`config.mk`:
```
export PLATFORM = sky130hd
export DESIGN_NAME = regfile_write_queue_flat
export DESIGN_NICKNAME = d
export VERILOG_FILES = /design/src/rtl/regfile_write_queue_if.sv /design/src/rtl/regfile_write_queue.sv /design/src/flat_wrapper.sv
export SDC_FILE = /design/constraint.sdc
export NUM_CORES = 1
export LEC_CHECK = 0
export CAP_MARGIN = 40
export CORE_ASPECT_RATIO = 1.2
export CORE_UTILIZATION = 58
export CTS_CLUSTER_DIAMETER = 60
export CTS_CLUSTER_SIZE = 8
export DETAILED_ROUTE_END_ITERATION = 10
export GPL_TIMING_DRIVEN = 1
export PLACE_DENSITY_LB_ADDON = 0.15
export SLEW_MARGIN = 40
export SYNTH_ARGS = -nofsm -noshare
export SYNTH_HDL_FRONTEND = slang
export SYNTH_SLANG_ARGS = --single-unit
```
`constraint.sdc`:
```
create_clock -name clk -period 3.5 [get_ports clk]
set_input_delay 0.7 -clock clk [delete_from_list [all_inputs] [get_ports clk]]
set_output_delay 0.7 -clock clk [all_outputs]
set_load 0.01 [all_outputs]
```
`src/rtl/regfile_write_queue_if.sv`:
```
// Writeback bus between the two producers, the register file write port and
// the forwarding lookup.
interface regfile_write_queue_if #(
  parameter int AW = 5,
  parameter int DW = 32
);
  logic          mem_valid;
  logic [AW-1:0] mem_rd;
  logic [DW-1:0] mem_data;
  logic          mem_ready;
  logic          alu_valid;
  logic [AW-1:0] alu_rd;
  logic [DW-1:0] alu_data;
  logic          alu_ready;
  logic          we;
  logic [AW-1:0] A3;
  logic [DW-1:0] WD3;
  logic [AW-1:0] fwd_addr;
  logic          fwd_hit;
  logic [DW-1:0] fwd_data;
  logic          empty;

  modport master (
    output mem_valid, mem_rd, mem_data, alu_valid, alu_rd, alu_data, fwd_addr,
    input  mem_ready, alu_ready, we, A3, WD3, fwd_hit, fwd_data, empty
  );

  modport slave (
    input  mem_valid, mem_rd, mem_data, alu_valid, alu_rd, alu_data, fwd_addr,
    output mem_ready, alu_ready, we, A3, WD3, fwd_hit, fwd_data, empty
  );
endinterface

```
`src/rtl/regfile_write_queue.sv`:
```
// In-order writeback queue feeding the single register file write port,
// with a youngest-first forwarding lookup over pending writes.
module regfile_write_queue #(
  parameter int DEPTH = 4,
  parameter int AW    = 5,
  parameter int DW    = 32
) (
  input  logic                 clk,
  input  logic                 rst_n,
  regfile_write_queue_if.slave bus
);
  localparam int PW = $clog2(DEPTH);
  localparam int CW = $clog2(DEPTH) + 1;
  localparam logic [CW-1:0] LIM1 = CW'(DEPTH - 1);
  localparam logic [CW-1:0] LIM2 = CW'(DEPTH - 2);

  logic [CW-1:0] count_r;
  logic [PW-1:0] head_r;
  logic [PW-1:0] tail_r;
  logic [AW-1:0] rd_mem_r   [DEPTH];
  logic [DW-1:0] data_mem_r [DEPTH];
  logic          we_r;
  logic [AW-1:0] a3_r;
  logic [DW-1:0] wd3_r;

  logic          mem_ready_s;
  logic          alu_ready_s;
  logic          mem_push_s;
  logic          alu_push_s;
  logic          pop_s;
  logic [PW-1:0] alu_slot_s;
  logic [PW-1:0] idx_s;
  logic          fwd_hit_s;
  logic [DW-1:0] fwd_data_s;

  // Readiness looks only at the pre-edge count, so a reserved pair of slots
  // is needed whenever both producers may push together.
  assign mem_ready_s = (count_r <= LIM1);
  assign alu_ready_s = bus.mem_valid ? (count_r <= LIM2) : (count_r <= LIM1);
  assign mem_push_s  = bus.mem_valid & mem_ready_s & (bus.mem_rd != {AW{1'b0}});
  assign alu_push_s  = bus.alu_valid & alu_ready_s & (bus.alu_rd != {AW{1'b0}});
  assign pop_s       = (count_r != {CW{1'b0}});
  assign alu_slot_s  = tail_r + PW'(mem_push_s);

  // Queue storage, pointers, count and the registered write port.
  always_ff @(posedge clk or negedge rst_n) begin
    if (!rst_n) begin
      count_r <= {CW{1'b0}};
      head_r  <= {PW{1'b0}};
      tail_r  <= {PW{1'b0}};
      we_r    <= 1'b0;
      a3_r    <= {AW{1'b0}};
      wd3_r   <= {DW{1'b0}};
      for (int i = 0; i < DEPTH; i++) begin
        rd_mem_r[i]   <= {AW{1'b0}};
        data_mem_r[i] <= {DW{1'b0}};
      end
    end else begin
      if (mem_push_s) begin
        rd_mem_r[tail_r]   <= bus.mem_rd;
        data_mem_r[tail_r] <= bus.mem_data;
      end
      if (alu_push_s) begin
        rd_mem_r[alu_slot_s]   <= bus.alu_rd;
        data_mem_r[alu_slot_s] <= bus.alu_data;
      end
      if (pop_s) begin
        we_r   <= 1'b1;
        a3_r   <= rd_mem_r[head_r];
        wd3_r  <= data_mem_r[head_r];
        head_r <= head_r + PW'(1'b1);
      end else begin
        we_r   <= 1'b0;
      end
      tail_r  <= tail_r + PW'(mem_push_s) + PW'(alu_push_s);
      count_r <= count_r + CW'(mem_push_s) + CW'(alu_push_s) - CW'(pop_s);
    end
  end

  // Forwarding: walk oldest to youngest so the last match wins; the output
  // register is older than every queued entry.
  always_comb begin
    fwd_hit_s  = 1'b0;
    fwd_data_s = {DW{1'b0}};
    idx_s      = head_r;
    if (bus.fwd_addr != {AW{1'b0}}) begin
      if (we_r && (a3_r == bus.fwd_addr)) begin
        fwd_hit_s  = 1'b1;
        fwd_data_s = wd3_r;
      end else begin
        fwd_hit_s  = 1'b0;
      end
      for (int i = 0; i < DEPTH; i++) begin
        idx_s = head_r + PW'(i);
        if ((CW'(i) < count_r) && (rd_mem_r[idx_s] == bus.fwd_addr)) begin
          fwd_hit_s  = 1'b1;
          fwd_data_s = data_mem_r[idx_s];
        end else begin
          fwd_hit_s  = fwd_hit_s;
        end
      end
    end else begin
      fwd_hit_s  = 1'b0;
      fwd_data_s = {DW{1'b0}};
    end
  end

  assign bus.mem_ready = mem_ready_s;
  assign bus.alu_ready = alu_ready_s;
  assign bus.we        = we_r;
  assign bus.A3        = a3_r;
  assign bus.WD3       = wd3_r;
  assign bus.fwd_hit   = fwd_hit_s;
  assign bus.fwd_data  = fwd_data_s;
  assign bus.empty     = (count_r == {CW{1'b0}}) && !we_r;
endmodule

```
`src/flat_wrapper.sv`:
```
// flat-port wrapper written by rule: the top's interface ports become plain ports
module regfile_write_queue_flat 
#(
  parameter int DEPTH = 4,
  parameter int AW    = 5,
  parameter int DW    = 32
)
  (clk, rst_n, bus_mem_valid, bus_mem_rd, bus_mem_data, bus_alu_valid, bus_alu_rd, bus_alu_data, bus_fwd_addr, bus_mem_ready, bus_alu_ready, bus_we, bus_A3, bus_WD3, bus_fwd_hit, bus_fwd_data, bus_empty);
  regfile_write_queue_if #(.AW(AW), .DW(DW)) bus_i ();
  input  logic clk;
  input  logic rst_n;
  input wire logic [$bits(bus_i.mem_valid)-1:0] bus_mem_valid;
  input wire logic [$bits(bus_i.mem_rd)-1:0] bus_mem_rd;
  input wire logic [$bits(bus_i.mem_data)-1:0] bus_mem_data;
  input wire logic [$bits(bus_i.alu_valid)-1:0] bus_alu_valid;
  input wire logic [$bits(bus_i.alu_rd)-1:0] bus_alu_rd;
  input wire logic [$bits(bus_i.alu_data)-1:0] bus_alu_data;
  input wire logic [$bits(bus_i.fwd_addr)-1:0] bus_fwd_addr;
  output wire logic [$bits(bus_i.mem_ready)-1:0] bus_mem_ready;
  output wire logic [$bits(bus_i.alu_ready)-1:0] bus_alu_ready;
  output wire logic [$bits(bus_i.we)-1:0] bus_we;
  output wire logic [$bits(bus_i.A3)-1:0] bus_A3;
  output wire logic [$bits(bus_i.WD3)-1:0] bus_WD3;
  output wire logic [$bits(bus_i.fwd_hit)-1:0] bus_fwd_hit;
  output wire logic [$bits(bus_i.fwd_data)-1:0] bus_fwd_data;
  output wire logic [$bits(bus_i.empty)-1:0] bus_empty;
  assign bus_i.mem_valid = bus_mem_valid;
  assign bus_i.mem_rd = bus_mem_rd;
  assign bus_i.mem_data = bus_mem_data;
  assign bus_i.alu_valid = bus_alu_valid;
  assign bus_i.alu_rd = bus_alu_rd;
  assign bus_i.alu_data = bus_alu_data;
  assign bus_i.fwd_addr = bus_fwd_addr;
  assign bus_mem_ready = bus_i.mem_ready;
  assign bus_alu_ready = bus_i.alu_ready;
  assign bus_we = bus_i.we;
  assign bus_A3 = bus_i.A3;
  assign bus_WD3 = bus_i.WD3;
  assign bus_fwd_hit = bus_i.fwd_hit;
  assign bus_fwd_data = bus_i.fwd_data;
  assign bus_empty = bus_i.empty;
  regfile_write_queue #(.DEPTH(DEPTH), .AW(AW), .DW(DW)) u_core (.clk(clk), .rst_n(rst_n), .bus(bus_i));
endmodule
```
-- Word level (Yosys, flattened, before mapping)
Cells that the tools add are included.
- bits in registers: 193
- logic and storage cells: 119
- input port bits: 83
- muxes and demuxes: 54
- reduce and logical (&&, ||, !) cells: 14
- equal/unequal tests: 5
- bitwise operators: 10
- $add $sub $neg: 8
- $lt $le $gt $ge: 14
- operator list (kind ; number):
    2-to-1 mux 32 bit ; 16
    binary-select mux 32 bit (select 2 bit) ; 4
    bitwise mux 128 bit ; 2
    2-to-1 mux 128 bit ; 2
    demux 32 bit (select 2 bit) ; 2
    2-to-1 mux 5 bit ; 10
    binary-select mux 5 bit (select 2 bit) ; 4
    bitwise mux 20 bit ; 2
    2-to-1 mux 20 bit ; 2
    equality test 5 bit ; 5
    demux 5 bit (select 2 bit) ; 2
    >= comparator 3 bit (second input constant) ; 6
    NOT 2 -> 3 bit ; 6
    nonzero test 5 bit ; 3
    logical AND 1 bit ; 8
    2-to-1 mux 1 bit ; 8
    adder 3 x 1 -> 3 bit ; 2
    <= comparator 3 x 2 -> 1 bit (second input constant) ; 2
    < comparator 1 x 3 -> 1 bit (first input constant) ; 2
    < comparator 2 x 3 -> 1 bit (first input constant) ; 2
    < comparator 3 x 1 -> 1 bit (second input constant) ; 2
    adder 2 x 1 -> 2 bit ; 2
    adder 2 bit (second input constant) ; 2
    AND 1 bit ; 4
    other kinds (5) ; 5

-- Depth between registers and ports, before layout
Gate-level depths: netlist of the first run.
- depth in word-level cells: 11
- gate-level depth with buffers: 12

-- Worst setup path before layout of the first run
OpenSTA, ideal clock, no wires.
- path kind: in2out
- start point: input bus_fwd_addr[3]
- end point: output bus_fwd_data[29]
- stages on the path: 10
- buffers on the path: 3
- arrival: 2.798 ns
- data required time: 2.800 ns
- setup slack: 0.002 ns
- path through: clkbuf_1 xor2_1 nor4_1 and3_1 clkbuf_1 buf_1 a21oi_1 nor4_1 a211oi_1 nor4_1
- word-level cells in the longest chain between the ends: 8
- elaborated cells between the ends (all ways): 17
- classes of those cells: eq/ne: 5; mux: 6; reduce/logical: 6
- RTL lines (element ; line ; text):
    start, declared ; flat_wrapper.sv:18 ; input wire logic [$bits(bus_i.fwd_addr)-1:0] bus_fwd_addr;
    equality test 5 bit ; regfile_write_queue.sv:87 ; if (we_r && (a3_r == bus.fwd_addr)) begin
    logical AND 1 bit ; regfile_write_queue.sv:87 ;
    2-to-1 mux 32 bit ; regfile_write_queue.sv:87 ;
    2-to-1 mux 32 bit (4 in series) ; regfile_write_queue.sv:95 ; if ((CW'(i) < count_r) && (rd_mem_r[idx_s] == bus.fwd_addr)) begin
    2-to-1 mux 32 bit (*) ; regfile_write_queue.sv:86 ; if (bus.fwd_addr != {AW{1'b0}}) begin
    end, declared ; flat_wrapper.sv:25 ; output wire logic [$bits(bus_i.fwd_data)-1:0] bus_fwd_data;
Mark *: on every way between the ends. The rest lies on a longest branch, timed or not.

-- Worst setup path after layout of the first run
- start point: register u_core.head_r[0]
- end point: output bus_fwd_data[5]
- word-level cells in the longest chain between the ends: 11
- elaborated cells between the ends (all ways): 44
- classes of those cells: add/sub: 3; eq/ne: 4; mux: 29; bitwise: 4; reduce/logical: 4
- RTL lines (element ; line ; text):
    start, declared ; regfile_write_queue.sv:18 ; logic [PW-1:0] head_r;
    start signal, assigned ; regfile_write_queue.sv:49 ; head_r <= {PW{1'b0}};
    start signal, assigned ; regfile_write_queue.sv:71 ; head_r <= head_r + PW'(1'b1);
    adder 2 x 1 -> 2 bit or NOT 2 -> 3 bit (tied branches) ; regfile_write_queue.sv:94, regfile_write_queue.sv:95, regfile_write_queue.sv:97 ;
    NOT 2 -> 3 bit (not written as such) or binary-select mux 5 bit (select 2 bit) (tied branches) ; regfile_write_queue.sv:95, regfile_write_queue.sv:97 ;
    binary-select mux 5 bit (select 2 bit) or 2-to-1 mux 5 bit (tied branches) ; regfile_write_queue.sv:95 ;
    2-to-1 mux 5 bit (not written as such) ; regfile_write_queue.sv:95 ;
    2-to-1 mux 5 bit (not written as such) or equality test 5 bit (tied branches) ; regfile_write_queue.sv:95 ;
    equality test 5 bit or logical AND 1 bit (tied branches) ; regfile_write_queue.sv:95 ;
    logical AND 1 bit or 2-to-1 mux 32 bit (tied branches) ; regfile_write_queue.sv:95 ;
    2-to-1 mux 32 bit (2 in series) ; regfile_write_queue.sv:95 ;
    2-to-1 mux 32 bit (*) ; regfile_write_queue.sv:95 ;
    2-to-1 mux 32 bit (*) ; regfile_write_queue.sv:86 ;
Mark *: on every way between the ends. The rest lies on a longest branch, timed or not. The select of a mux whose other input is x is not followed.

==> summary.md, run 1 <==
| Metric | Value |
|---|---|
| Drt total wl | 44.1 mm |
| Antenna diodes | 0 |
| Num rows | 61 |
| DRT antenna net count | 0 |
| CTS sink count | 193 |
| Main combinational cell family by area after synthesis | multiplexers |
| # nets final | 1810 |
| Yosys top cell area share | 35.3% |
| Reg-to-Reg Start | u_core.count_r[1] |
| H-Tree Depth | 4 |
| Die H | 170 µm |
| Starting density of the core | 59.1% |
| Worst skew pair latency | 0.44 ns |
| Outcome | finished with violations |
| Critical path endpoint category | primary output |
| Routed WL per cell | 21.5 µm |
| DRC errors left | 0 |
| Final slew viol count | 0 |
| # fillers | 1660 |
| CTS Buffer Depth | 2 |
| Cell with the most instances after synthesis | mux2i_1 |
| R2r setup slk | 0.97 ns |
| VDD IR-drop max | 0.000559 V |
| Via count | 13100 |
| Grt total ovfl | 0 |
| Post-synthesis sequential area ratio | 35.3% |
| Post-Synthesis Cell Area | 0.0137 mm² |
| Post-DP Area | 0.0164 mm² |
| Worst slew pin tran | 0.749 ns |
| Power density over the cells | 1070 mW/mm² |
| Clock-pin slew on the worst setup and hold paths | 0.08 ns |
| Commonest cells post-synth | 265 x mux2i_1, 193 x dfrtp_1, 174 x nor2_1 |
| DRT Pass-1 Iters | 7 |
| GR met2 Demand/Resource | 61.0% |
| Port bufs | 156 |
| Cells after Synth | 1527 |
| Slowest-stage cell, CP | dfrtp_4 |
| Adder-cell share of the synthesized area | 0.751% |
| I/O Pins | 157 |
| Storage cell area | 0.00484 mm² |
| Final Hold Fails | 0 |
| Cts bufs inserted | 17 |
| Vias in the first global route | 12700 |
| Setup Total Neg Slack | -17.66 ns |
| Core Util, Final | 76.3% |
| Post-Layout Inst Area | 0.0177 mm² |
| Die area | 0.0242 mm² |
| Max-capacitance violation count | 0 |
| Via density | 6.38 |
| Crit path launch | u_core.head_r[0] |
| Total power | 18.9 mW |
| Kind of critical path | register to primary output |
| Syn nets | 1617 |
| Number of synthesized flops with an enable pin | 0 |
| Arrival time of the worst setup path | 3.40 ns |
| CTS tree | built |
| Post-route insts no fill | 2048 |
| Mapped Avg Cell Area | 8.95 µm² |
| RSZ-0062 raised after global routing | true |
| Worst Hold Class | primary input to asynchronous set/reset pin |
| GRT met3 Usage | 6.33% |
| Synth async-reset ratio | 100% |
| Post-synthesis mux area share | 25.8% |
| Share of layout cells above drive strength 1 | 23.3% |
| Root buf cell | clkbuf_16 |
| Clock Skew | 0.0139 ns |
| First-pass GRT wire length | 68.8 mm |
| Pin count of the biggest net entering global routing | 76 |
| Period utilization | 117% |
| CP Max Fanout | 8 |
| Worst slew margin | 50.0% |
| Most used DFF post-synth | dfrtp_1 |
| Post-Synth XOR/XNOR Area | 2.31% |
| Cell accounting for the most synthesized area | dfrtp_1 |
| Initial detailed-routing violation count | 1268 |
| Met1 Resource Use GR | 46.0% |
| Global-route total usage across every layer | 36.9% |
| Worst reg2reg endpoint | u_core.rd_mem_r[17] |
| Multi-input gate area | 0.00854 mm² |
| Final setup fails | 33 |
| CP Launch Type | register |
| Core area | 0.0231 mm² |
| Post-DP HPWL | 27.3 mm |
| Final GP Congestion | 0.907 |
| Most Crowded Layer GR | met2 |
| DIE WIDTH | 142 µm |
| Worst Slack Setup Final | -0.600 ns |
| Data required, critical path | 2.80 ns |
| Max Fclk | 244 MHz |
| Worst r2r path cells | 10 |
| Violated checks | negative setup slack |
| Simple-Gate Fraction of Synth Area | 13.1% |
| Ys Warns | 0 |
| Placed cell count | 1988 |
| Top post-synthesis cells by area | dfrtp_1 35%, mux2i_1 19%, a21oi_1 6.2%, mux2_2 5.3%, o21ai_0 5.1% |
| Synth Area in Compound Gates | 17.6% |
| Layout area overhead | 29.2% |
| Distinct cell type count after synthesis | 45 |
| Crit path to | bus_fwd_data[5] |
| LEAKAGE | 7.97 nW |
| Initial antenna violation count | 0 |
| Crit path time final | 4.10 ns |
| Crit-path cells | buf_12 > buf_4 > mux4_2 > xnor2_2 > nand2_2 > a2111oi_4 > buf_6 > buf_12 > buf_6 > nor2_2 > a221oi_2 > nor4_2 > buf_2 |
| Synthesized flop and latch total | 193 |
| CP peak stage delay | 0.54 ns |
-- registers in the layout, summed over array words and instances, names as in the netlist --
signal and flops:
u_core.count_r 3, u_core.head_r 2, u_core.rd_mem_r 20, u_core.data_mem_r 128, u_core.bus.we 1, u_core.bus.A3 5
u_core.tail_r 2, u_core.bus.WD3 32
-- stage by stage --
| step | setup WS, ns | hold WS (ns) |
|---|---|---|
| floorplan | 0.00227 | 0.404 |
| global placement | -0.769 | 0.507 |
| detailed placement | -0.859 | 0.510 |
| CTS | -0.597 | 0.296 |
| global route | -0.716 | 0.299 |
| finish | -0.600 | 0.251 |
-- worst max-delay path: cells and delay by family, from the launching register on --
kind | cells | cell delay [ns]
flip-flops | 1 | 0.54
multiplexers | 1 | 0.45
AO/OA/AOI/OAI | 2 | 0.61
buffers and inverters | 6 | 0.93
AND/OR/NAND/NOR | 3 | 0.22
XOR/XNOR | 1 | 0.20
-- power by group --
group	internal (mW)	leakage (nW)	total [mW]	switching (mW)
registers	3.42	2.28	4.50	1.08
clock network	1.02	0.289	2.02	0.994
logic	5.82	5.40	12.3	6.52
-- layout by cell type, fill, tap and decap left out, types with 28 or more instances in the layout --
cell,count
a21oi_1,149
buf_12,38
buf_2,28
buf_4,103
clkdlybuf4s50_1,122
dfrtp_1,191
mux2_2,64
mux2i_1,262
nand2_1,161
nor2_1,168
o21ai_0,139
o22ai_1,31
-- per-layer routing --
metal | vias to the layer above | part of all wire [%]
met4 | 0 | 4.5
met5 | - | 0
met2 | 700 | 47
met1 | 6317 | 40
met3 | 175 | 8.4
li1 | 5880 | -
-- logic make-up after synthesis --
| family | after synthesis |
|---|---|
| buffers and inverters | 152 |
| muxes | 336 |
| xor gates and xnor gates | 36 |
| and+or+nand+nor | 394 |
| DFF | 193 |
| adders and majority gates | 7 |
| AOI/OAI and AO/OA | 409 |
-- final cells by class --
class                           count  area share (%)
Clock buffer                       18            2.43
Clock inverter                     14           0.886
Sequential cell                   193            27.4
Tap cell                          315            2.23
Timing Repair Buffer              314            18.4
Inverter                           12           0.255
Multi-Input combinational cell   1182            48.4
-- how the worst min path moves through the flow --
stage | slack (ns) | endpoint
after global routing | 0.30 | u_core.head_r[1]
after CTS | 0.30 | u_core.head_r[1]
final | 0.25 | u_core.head_r[1]
after global placement | 0.51 | u_core.bus.A3[3]
after detailed placement | 0.51 | u_core.bus.A3[1]
after floorplan | 0.40 | u_core.bus.A3[0]
-- timing repair --
action | 4_1_cts | 5_1_grt
setup buffers | 25 | 1
setup endpoints to repair | 33 | 33
pin swaps | 44 | 31
hold buffers | 0 | 0
resized for setup | 202 | 35
gates cloned | 4 | 1
No activity file was read; power rests on OpenSTA's default activity.
==> run 2, diff against run 1 <==
--- a/constraint.sdc
+++ b/constraint.sdc
@@ -3,2 +3,2 @@
 set_output_delay 0.7 -clock clk [all_outputs]
-set_load 0.01 [all_outputs]
+set_load 0.02 [all_outputs]
==> run 2 against run 1 <==
Effect of this change: the run still ends with negative setup slack left; routed wire length increased by 3.2%; first-iteration DRC count increased by 5.4%; setup slack worse by 0.18 ns; via count increased by 2.0%; design area up 5.1%; flip-flop and latch count stayed put; sequential share of layout area fell by 1.3 points; register-to-register slack worse by 0.08 ns; count of clock-buffer cells in the layout unchanged; sequential power is essentially flat; core utilization increased by 3.9 points; maximum frequency decreased by 4.2%; critical endpoint is now bus_fwd_data[0]; largest cell class unchanged.
==> summary.md, run 2 (synthesis gave the netlist of run 1 again) <==
| Metric | Value |
|---|---|
| CP Launch Type | register |
| RSZ-0062 raised after global routing | true |
| Num rows | 61 (unchanged) |
| Worst Slack Setup Final | -0.782 ns (-0.181 ns) |
| # nets final | 1836 (+1.4%) |
| Max-capacitance violation count | 0 (unchanged) |
| CTS Buffer Depth | 2 (unchanged) |
| Worst Hold Class | primary input to asynchronous set/reset pin |
| Worst skew pair latency | 0.45 ns (about the same) |
| Clock-pin slew on the worst setup and hold paths | 0.08 ns (about the same) |
| Setup Total Neg Slack | -18.62 ns (-0.955 ns) |
| Pin count of the biggest net entering global routing | 74 (-2.6%) |
| Kind of critical path | register to primary output |
| Final slew viol count | 0 (unchanged) |
| Commonest non-fill, non-tap cell in the layout | mux2i_1 |
| Vias in the first global route | 13100 (+3.0%) |
| Cts bufs inserted | 17 (unchanged) |
| Antenna diodes | 0 (unchanged) |
| Max reg flops | 128 (unchanged) |
| VDD IR-drop max | 0.000592 V (+5.9%) |
| LEAKAGE | 8.25 nW (+3.5%) |
| CP Max Fanout | 18 (+10) |
| H-Tree Depth | 4 (unchanged) |
| Die H | 170 µm (unchanged) |
| Die area | 0.0242 mm² (unchanged) |
| Grt total ovfl | 0 (unchanged) |
| Share of layout cells above drive strength 1 | 26.0% (+2.7 points) |
| Initial antenna violation count | 0 (unchanged) |
| Crit path time final | 4.28 ns (+0.181 ns) |
| First-pass GRT wire length | 68.7 mm (-0.11%) |
| Core area | 0.0231 mm² (unchanged) |
| CP peak stage delay | 0.55 ns (about the same) |
| Critical path endpoint category | primary output |
| Violated checks | negative setup slack |
| Most frequent cells in the layout | 260 x mux2i_1, 191 x dfrtp_1, 168 x nor2_1 |
| Outcome | finished with violations |
| Port bufs | 156 (unchanged) |
| Worst slew margin | 48.0% (-2.0 points) |
| Drt total wl | 45.5 mm (+3.2%) |
| Clock Skew | 0.0120 ns (-0.00192 ns) |
| DRT Pass-1 Iters | 8 (+1) |
| Max Fclk | 234 MHz (-4.2%) |
| Data required, critical path | 2.80 ns (about the same) |
| I/O Pins | 157 (unchanged) |
| DRT antenna net count | 0 (unchanged) |
| Starting density of the core | 59.1% (unchanged) |
| Reg with most FFs | u_core.data_mem_r |
| Via density | 6.43 (+0.70%) |
| DRC errors left | 0 (unchanged) |
| Power density over the cells | 1120 mW/mm² (+4.7%) |
| Final Hold Fails | 0 (unchanged) |
| Root buf cell | clkbuf_16 |
| Arrival time of the worst setup path | 3.58 ns (+0.18 ns) |
| Worst slew pin tran | 0.780 ns (+0.0306 ns) |
| Slowest-stage cell, CP | dfrtp_4 |
| Global-route total usage across every layer | 36.7% (-0.20 points) |
| Initial detailed-routing violation count | 1336 (+5.4%) |
| DIE WIDTH | 142 µm (unchanged) |
| Via count | 13300 (+2.0%) |
| Period utilization | 122% (+5.2 points) |
| CTS sink count | 193 (unchanged) |
| CTS tree | built |
| Layout area overhead | 35.8% |
| Final setup fails | 33 (unchanged) |
| Crit-path cells | buf_12 > buf_6 > mux4_2 > xnor2_2 > a21boi_4 > buf_12 > bufbuf_16 > a31oi_1 > a221oi_2 > nor4_2 > buf_4 > buf_6 |
| Post-DP HPWL | 26.8 mm (-1.9%) |
| Routed WL per cell | 21.9 µm (+1.9%) |
| Final GP Congestion | 0.899 (-0.86%) |
| Post-route insts no fill | 2074 (+1.3%) |
| Placed cell count | 1980 (-0.40%) |
[run 2: cell type report]
type                    instances  area [µm²]
clock inverters                14         170
flip-flops and latches        193        4840
inverters                      12        45.0
well taps                     315         394
fillers                      1404        4580
repair buffers                340        3620
multi-input cells            1182        9050
clock buffers                  18         439
[run 2: repair_timing]
| item | 4_1_cts | 5_1_grt |
|---|---|---|
| endpoints found under the setup margin | 33 | 33 |
| gates resized for setup | 209 | 96 |
| buffers inserted | 33 | 23 |
| cloned | 7 | 0 |
| hold buffers | 0 | 0 |
| pin swaps | 23 | 44 |
[run 2: per-layer routing]
layer	GRT usage [%]	part of all wire (%)
met4	20.3	4.4
met2	60.8	49
met3	6.53	8.4
met1	45.1	38
met5	0	0
[run 2: path summary, 6_finish.rpt]
| check | to | slack, ns | startpoint | depth (start not counted) |
|---|---|---|---|---|
| worst max-delay path | bus_fwd_data[0] | -0.78 | u_core.head_r[0] | 12 |
| worst min-delay path | u_core.rd_mem_r[17] | 0.27 | rst_n | 1 |
| worst max register to register | u_core.count_r[1] | 0.89 | u_core.count_r[1] | 9 |
| worst min register to register | u_core.bus.A3[3] | 0.53 | u_core.bus.A3[3] | 2 |
| max in group asynchronous | u_core.data_mem_r[16] | 2.38 | rst_n | 2 |
| min in group clk | u_core.bus.A3[3] | 0.53 | u_core.bus.A3[3] | 2 |
[run 2: critical path: cells and delay by family (launching register included)]
kind                      cells  cell delay, ns
AOI/OAI and AO/OA             3            0.49
xor gates and xnor gates      1            0.16
buffers and inverters         6            1.02
DFF                           1            0.55
muxes                         1            0.47
and+or+nand+nor               1            0.44
[run 2: through the flow]
step           instance area (µm²)  worst slack [ns]  power (mW)  util (%)  hold slack, ns
2_1_floorplan                13900           -0.0677        12.3         -           0.404
3_3_place_gp                 16600            -0.840        15.8      71.9           0.493
5_1_grt                      18600            -0.794        21.9      80.2           0.310
4_1_cts                      17800            -0.633        19.3      77.2           0.290
3_5_place_dp                 16600            -0.891        16.2      71.9           0.511
6_report                     18600            -0.782        20.7      80.2           0.270
[run 2: power by group]
part           switching [mW]  total (mW)  internal, mW  leakage (nW)
Sequential               1.11        4.53          3.42          2.28
Combinational            7.55        14.1          6.58          5.67
Clock                   0.986        2.09          1.10         0.299
Total                    9.64        20.7          11.1          8.25
